### config.mk
export PLATFORM = sky130hd
export DESIGN_NAME = instr_mem_prog
export DESIGN_NICKNAME = d
export VERILOG_FILES = /design/src/rtl/instr_mem_prog.sv
export SDC_FILE = /design/constraint.sdc
export NUM_CORES = 1
export LEC_CHECK = 0
export CORE_MARGIN = 2
export CORE_UTILIZATION = 54
export CTS_BUF_LIST = sky130_fd_sc_hd__clkbuf_16
export DETAILED_ROUTE_END_ITERATION = 16
export HOLD_SLACK_MARGIN = 0.03
export PLACE_DENSITY_LB_ADDON = 0.15
export SYNTH_ARGS = -nofsm -noshare
export SYNTH_HDL_FRONTEND = slang
export SYNTH_SLANG_ARGS = --single-unit
export TNS_END_PERCENT = 1
### constraint.sdc
create_clock -name i_clk -period 2.5 [get_ports i_clk]
set_clock_uncertainty 0.15 [all_clocks]
set_input_delay 0.5 -clock i_clk [delete_from_list [all_inputs] [get_ports i_clk]]
set_output_delay 0.5 -clock i_clk [all_outputs]
set_load 0.05 [all_outputs]
### src/rtl/instr_mem_prog.sv
// rtl/instr_mem_prog.sv - reprogrammable instruction store with registered read port and valid/ready load port
module instr_mem_prog #(
   parameter int INSTR_W = 3,
   parameter int DEPTH   = 8,
   parameter int ADDR_W  = $clog2(DEPTH)
) (
   input  logic               i_clk,
   input  logic               i_rst,
   input  logic               i_load_start,
   input  logic               i_load_valid,
   input  logic [INSTR_W-1:0] i_load_data,
   output logic               o_load_ready,
   output logic               o_load_done,
   input  logic               i_rd_en,
   input  logic [ADDR_W-1:0]  i_pc,
   output logic [INSTR_W-1:0] o_instr,
   output logic               o_instr_valid,
   output logic               o_pc_err,
   output logic               o_busy
);

   typedef enum logic {RUN, LOAD} state_t;

   localparam logic [ADDR_W-1:0] LAST    = ADDR_W'(DEPTH - 1);
   localparam logic [ADDR_W:0]   DEPTH_V = (ADDR_W + 1)'(DEPTH);

   state_t              state, next_state;
   logic [ADDR_W-1:0]   ptr, next_ptr, wr_addr;
   logic                wr_en, done_d, rd_accept, pc_oob;
   logic [INSTR_W-1:0]  mem [DEPTH];

   // Built-in program image; entries past the original eight come up as zero.
   function automatic logic [INSTR_W-1:0] default_word(input int idx);
      logic [2:0] w;
      case (idx)
         1:       w = 3'b111;
         2:       w = 3'b001;
         3:       w = 3'b010;
         4:       w = 3'b001;
         5:       w = 3'b011;
         6:       w = 3'b100;
         7:       w = 3'b110;
         default: w = 3'b000;
      endcase
      return INSTR_W'(w);
   endfunction

   assign pc_oob       = ({1'b0, i_pc} >= DEPTH_V);
   assign o_busy       = (state == LOAD);
   assign o_load_ready = (state == LOAD);

   always_ff @(posedge i_clk or posedge i_rst) begin
      if (i_rst) state <= RUN;
      else       state <= next_state;
   end

   always_comb begin
      next_state = state;
      next_ptr   = ptr;
      wr_en      = 1'b0;
      wr_addr    = ptr;
      done_d     = 1'b0;
      rd_accept  = 1'b0;
      case (state)
         RUN: begin
            if (i_load_start) begin
               next_state = LOAD;
               next_ptr   = '0;
            end else if (i_rd_en) begin
               rd_accept = 1'b1;
            end
         end
         LOAD: begin
            // The final beat wins over a simultaneous restart.
            if (i_load_valid && ptr == LAST) begin
               wr_en      = 1'b1;
               next_ptr   = '0;
               done_d     = 1'b1;
               next_state = RUN;
            end else if (i_load_start) begin
               next_ptr = '0;
               if (i_load_valid) begin
                  wr_en    = 1'b1;
                  wr_addr  = '0;
                  next_ptr = ADDR_W'(1);
               end
            end else if (i_load_valid) begin
               wr_en    = 1'b1;
               next_ptr = ptr + ADDR_W'(1);
            end
         end
         default: next_state = RUN;
      endcase
   end

   always_ff @(posedge i_clk or posedge i_rst) begin
      if (i_rst) begin
         ptr           <= '0;
         o_load_done   <= 1'b0;
         o_instr       <= '0;
         o_instr_valid <= 1'b0;
         o_pc_err      <= 1'b0;
         for (int i = 0; i < DEPTH; i++) mem[i] <= default_word(i);
      end else begin
         ptr           <= next_ptr;
         o_load_done   <= done_d;
         o_instr_valid <= rd_accept;
         o_pc_err      <= rd_accept && pc_oob;
         if (wr_en) mem[wr_addr] <= i_load_data;
         if (rd_accept) o_instr <= pc_oob ? '0 : mem[i_pc];
      end
   end

endmodule

# After elaboration in Yosys (flattened, before gate mapping)
# Cells that the tools add are included.
dict set report op_classes {
  magnitude_cmp 3
  bitwise 3
  n_eq_ne 3
  addsub 1
  muxes 27
  n_reduce_logical 3
}
# operator count
set ops {}
lappend ops {{$mux W3} 11}
lappend ops {{$bwmux W24} 1}
lappend ops {{$mux W1} 11}
lappend ops {{$bmux W3 S3} 1}
lappend ops {{$demux W3 S3} 1}
lappend ops {{$ge A4 B4 Y1 const B} 2}
lappend ops {{$not A3 Y4} 2}
lappend ops {{$pmux W3 S2} 1}
lappend ops {{$lt A4 B1 Y1 const B} 1}
lappend ops {{$ne A4 B3 Y1 const B} 1}
lappend ops {{$add A3 B1 Y3 const B} 1}
lappend ops {{$eq A3 B3 Y1 const B} 1}
lappend ops {{$logic_and A1 B1 Y1} 2}
lappend ops {{$ne A2 B2 Y1 const B} 1}
lappend ops {{$pmux W1 S2} 1}
lappend ops {{$reduce_and A2 Y1} 1}
lappend ops {{$not A1 Y1} 1}
dict set report word_totals {
  output_inout_bits 8
  register_bits 33
}

# Logic depth before layout (Yosys ltp)
dict set report depth {
  word_depth 10
  depth_mapped 6
}

# Least setup slack after synthesis
# OpenSTA, ideal clock, no wires.
dict set report synth_timing {
  path_type {register to register}
  from {reg state (netlist: o_busy)}
  to {reg mem[12] (netlist bit)}
  path_slack_ns 0.350
  path_stages_with_launch 5
  n_path_buf 0
  t_arrival_ns 1.875
  period_less_slack_ns 2.150
  required_time_ns 2.225
  cell_sequence {dfrtp_1 > nand2_2 > or3_4 > or3_4 > mux2_4}
}
dict set report synth_via {
  elab_chain_len 7
  word_cells_on_any_way 9
  cone_classes {order compare (2); mux (5); bitwise (1); reduce/logical (1)}
}
# element line
set synth_rtl {}
lappend synth_rtl {{start: declaration} 27} ;# state_t state, next_state;
lappend synth_rtl {{start signal: assignment} 54} ;# else state <= next_state;
lappend synth_rtl {{$mux W3} 64} ;# case (state)
lappend synth_rtl {{$not A3 Y4 (implied by the code)} 109} ;# if (wr_en) mem[wr_addr] <= i_load_data;
lappend synth_rtl {{$ge A4 B4 Y1 (implied by the code) or $lt A4 B1 Y1 (tied branches)} 109}
lappend synth_rtl {{$logic_and A1 B1 Y1 (implied by the code)} 109}
lappend synth_rtl {{$mux W3 (implied by the code)} 109}
lappend synth_rtl {{$demux W3 S3} 109}
lappend synth_rtl {{$bwmux W24} 109}
lappend synth_rtl {{end signal: indexed assignment} 109}
lappend synth_rtl {{end: declaration} 30} ;# logic [INSTR_W-1:0] mem [DEPTH];
# Parallel ways exist; a longest one is shown, timed or not.
# A chain may end at the register's enable or synchronous reset.

# Worst setup path after layout
dict set report layout_timing {
  from {reg ptr[0]}
  to {reg mem[23] (netlist bit)}
}
dict set report layout_via {
  elab_chain_len 10
  word_cells_on_any_way 15
  cone_classes {order compare (2); eq/ne (1); mux (9); bitwise (1); reduce/logical (2)}
}
# element line
set layout_rtl {}
lappend layout_rtl {{start: declaration} 28} ;# logic [ADDR_W-1:0] ptr, next_ptr, wr_addr;
lappend layout_rtl {{start signal: assignment} 105} ;# ptr <= next_ptr;
lappend layout_rtl {{$eq A3 B3 Y1 or $mux W3 (tied branches)} {75, 82}}
lappend layout_rtl {{$logic_and A1 B1 Y1 or $mux W3 (tied branches)} {75, 80}}
lappend layout_rtl {{$mux W3} 75} ;# if (i_load_valid && ptr == LAST) begin
lappend layout_rtl {{$mux W3} 64}
lappend layout_rtl {{$not A3 Y4 (implied by the code)} 109}
lappend layout_rtl {{$ge A4 B4 Y1 (implied by the code) or $lt A4 B1 Y1 (tied branches)} 109}
lappend layout_rtl {{$logic_and A1 B1 Y1 (implied by the code)} 109}
lappend layout_rtl {{$mux W3 (implied by the code)} 109}
lappend layout_rtl {{$demux W3 S3} 109}
lappend layout_rtl {{$bwmux W24} 109}
# Parallel ways exist; a longest one is shown, timed or not.

==> impl.org <==
** Outcome
- The run finished with clean final reports.

** Critical path
- In this design, the critical path's most frequently occurring cell is ha_1.
- Worst path depth :: 6
- Endpoint required time on the critical path :: 2.50 ns
- The worst setup path is launched from a flip-flop.
- For the worst flop-to-flop path, the logic depth is 6.
- STA puts the critical path data arrival time at 2.29 ns.
- Critical Path, Cell by Cell :: ha_1 > ha_1 > nand4b_1 > o21ai_0 > nor2b_1 > mux2_2
- Worst path top cell family by delay :: simple AND/OR/NAND/NOR gates
- Cell at the slowest stage of the critical path :: dfrtp_1
- Along the worst path, the maximum fanout reaches 6.
- On the worst path, the slowest cell contributes a delay of 0.38 ns.
- Crit path buffers/inverters :: 0
- CP Class :: reg2reg
- STA classifies the critical path endpoint as a flip-flop.

** Drt
- Antenna violation net count after detailed routing :: 0
- Routed via count :: 989
- DR pass1 iterations :: 4
- The detailed router finished its first iteration with 32 violations.
- DRC Markers :: 0
- Via density per instance :: 5.62
- The routed design has 2950 um of wire.
- Average routed wire per standard cell :: 16.8 um

** Final layout
- With fillers left out, the area of the finished cells amounts to 0.00198 mm^2.
- Area growth, synth to finish :: 24.9%
- Number of standard cells in the layout, taps in and fillers out :: 176
- Final core utilization :: 0.712
- Post-layout net count :: 157
- The number of antenna diodes in the final layout is 0.
- Of the cells placed in the final design, the portion with a size suffix greater than 1 is 0.372.

** Timing
- Endpoints failing setup :: 0
- The worst path in the final design needs a cycle of 2.29 ns, including I/O delays and setup.
- RSZ-0062 raised after global routing :: false
- Fmax :: 437 MHz
- Number of max-slew violations in the final report :: 0
- Setup total negative slack :: 0 ns
- The number of endpoints with negative hold slack in the final report was 0.
- Fraction of the cycle the final worst path needs :: 0.916
- Hold timing on the final database bottoms out at a slack of 0.322 ns.

** Worst hold path
- The worst hold path passes through 2 cells.
- In this run the worst hold path is classified as reg2reg.

** Synthesis
- After synthesis, the share of flip-flops with an asynchronous set or reset is 1.00.
- Number of instances in the synthesized netlist :: 117
- Sequential element share of the synthesized area :: 0.530
- Number of synthesized register bits :: 33
- Post-synth EDFFs :: 0
- A synthesized cell averages 13.5 um^2.
- The number of nets handed over by synthesis was 130.
- Count of warnings emitted by yosys :: 0
- Netlist cell types :: 25
- Post-synthesis instance area :: 0.00159 mm^2
- Synth Flop Type :: dfrtp_1

** Clock network
- After clock tree synthesis, the repair step resized 0 gates.
- Setup Buffers After CTS :: 0
- Later-pin clock latency in the skew report :: 0.27 ns
- Deepest clock path buffer count :: 2
- The clock net in this run drives a total of 33 sinks.
- TritonCTS built the clock tree.
- The root buffer cell chosen for the clock tree is clkbuf_16.
- Clock-pin slew was measured on the worst setup and hold paths at 0.05 ns.
- The H-tree was split into 2 levels.
- The number of hold buffers added after CTS was 0.
- Cts bufs inserted :: 5

** Power and ir drop
- VDD sags by at most 0.652 mV.
- In this run the power density over the cells is 801 mW/mm^2.
- Leakage power summed over all cells :: 0.908 nW

** Placed design
- In this run the tool buffered the top-level ports with 17 buffer cells.
- Placer congestion estimate :: 0.754
- Placed insts :: 168
- Post-DP Area :: 0.00182 mm^2
- The wire-length estimate of the detail-placed layout is 2140 um.

** GRT
- Across every metal layer, demand over resource in global routing totals 0.207.
- Number of antenna violations at the first check in global routing :: 0
- Via count of the first global-routing pass :: 1051
- Total grt overflow :: 0
- The first global-routing pass estimated 5060 um of wire.
- Entering global routing, the biggest net connects 34 pins.

** Floorplan
- The initialized floorplan defines 19 standard-cell rows.
- The initial utilization of the core area, before any placement, comes to 0.570.
- Die ar. :: 0.00338 mm^2
- The total area inside the core boundary comes to 0.00278 mm^2.
- Die X-Extent :: 58.2 um
- In this run the vertical extent of the chip is 58.2 um.
- I/O pin count :: 19

** Job
- The tool flagged a number of max-cap violations equal to 0.
## cell usage after synthesis, types with 3 or more instances
library cell,number,area share
nand2_1,6,0.014
mux2_4,6,0.057
or3_4,3,0.021
o21ai_0,4,0.013
mux2i_1,12,0.076
nor2_1,7,0.017
dfstp_2,11,0.18
nor3_1,3,0.0095
buf_4,3,0.014
mux2_2,18,0.13
dfrtp_1,22,0.35
inv_1,3,0.0071
mux4_2,3,0.043
## power by group
part / internal, W / leakage [nW] / switching (W)
Combinational: 0.000140 / 0.425 / 0.0000913
Clock: 0.000462 / 0.0826 / 0.000202
Sequential: 0.000643 / 0.400 / 0.0000478
## flip-flops by register name, indices dropped and copies added (netlist names)
signal and flops:
o_busy 1, o_instr_valid 1, ptr 3, o_load_done 1
mem 24, o_instr 3
## cells by family (layout without fill, tap and decap cells)
group                      after synthesis  count (layout)  synth area share
adders and majority gates                2               2            0.0158
AOI/OAI and AO/OA                        8               8            0.0284
DFF                                     33              33             0.530
buffers and inverters                    6              34            0.0213
muxes                                   39              39             0.303
other                                    1               1           0.00237
and+or+nand+nor                         28              28            0.0994
## stage by stage
stage / total power (W) / setup WS, ns
2_1_floorplan: 0.000852 / 0.350
3_3_place_gp: 0.000919 / 0.0719
3_5_place_dp: 0.000933 / 0.0349
4_1_cts: 0.00160 / 0.206
5_1_grt: 0.00165 / 0.0873
6_report: 0.00159 / 0.210
## metal layers
metal	track usage	part of all wire	vias to the layer above
met4	0.0698	0.0098	0
met2	0.352	0.51	19
met3	0.0469	0.039	5
met1	0.262	0.44	495
met5	0	0	-
li1	-	-	470
## final cells by class
cell class	instances	area, um^2
repair buffers	23	215
multi-input cells	78	712
clock inverters	3	37.5
fillers	209	802
inverters	3	11.3
clock buffers	5	125
flip-flops and latches	33	840
well taps	31	38.8
## path summary, 6_finish.rpt
kind,startpoint,end,slack (ns)
setup / recovery,ptr[0]$_DFFE_PP0P_,mem[23]$_DFFE_PP0P_,0.21
setup reg to reg,ptr[0]$_DFFE_PP0P_,mem[23]$_DFFE_PP0P_,0.21
hold / removal,o_instr[1]$_DFFE_PP0P_,o_instr[1]$_DFFE_PP0P_,0.32
hold reg to reg,o_instr[1]$_DFFE_PP0P_,o_instr[1]$_DFFE_PP0P_,0.32
min in group asynchronous,i_rst,mem[16]$_DFFE_PP0P_,0.49
max in group asynchronous,i_rst,mem[5]$_DFFE_PP1P_,1.37
## tightest hold or removal path, cell delays in order (launching register included)
cell and delay (ns):
dfrtp_1 0.34, nand2_1 0.04, o21ai_0 0.06
## layout by cell type, fill, tap and decap left out
cell type / synthesis / layout
mux2_4: 6 / 6
inv_1: 3 / 4
and3_1: 1 / 1
nor3b_1: 2 / 2
clkinv_1: 0 / 1
nand2_2: 1 / 1
dfrtp_1: 22 / 22
bufinv_16: 0 / 1
mux2i_1: 12 / 12
nand3_1: 1 / 1
mux4_2: 3 / 3
nand4b_1: 1 / 1
clkbuf_16: 0 / 5
nor2b_1: 2 / 2
a21oi_1: 2 / 2
nor3_1: 3 / 3
dfstp_2: 11 / 11
mux2_2: 18 / 18
conb_1: 1 / 1
nand2_1: 6 / 6
or3_4: 3 / 3
buf_4: 3 / 6
o21ai_0: 4 / 4
nand2b_1: 1 / 1
clkdlybuf4s50_1: 0 / 17
a21o_1: 1 / 1
nor2_1: 7 / 7
ha_1: 2 / 2
o21bai_1: 1 / 1
No activity file was read; power rests on OpenSTA's default activity.
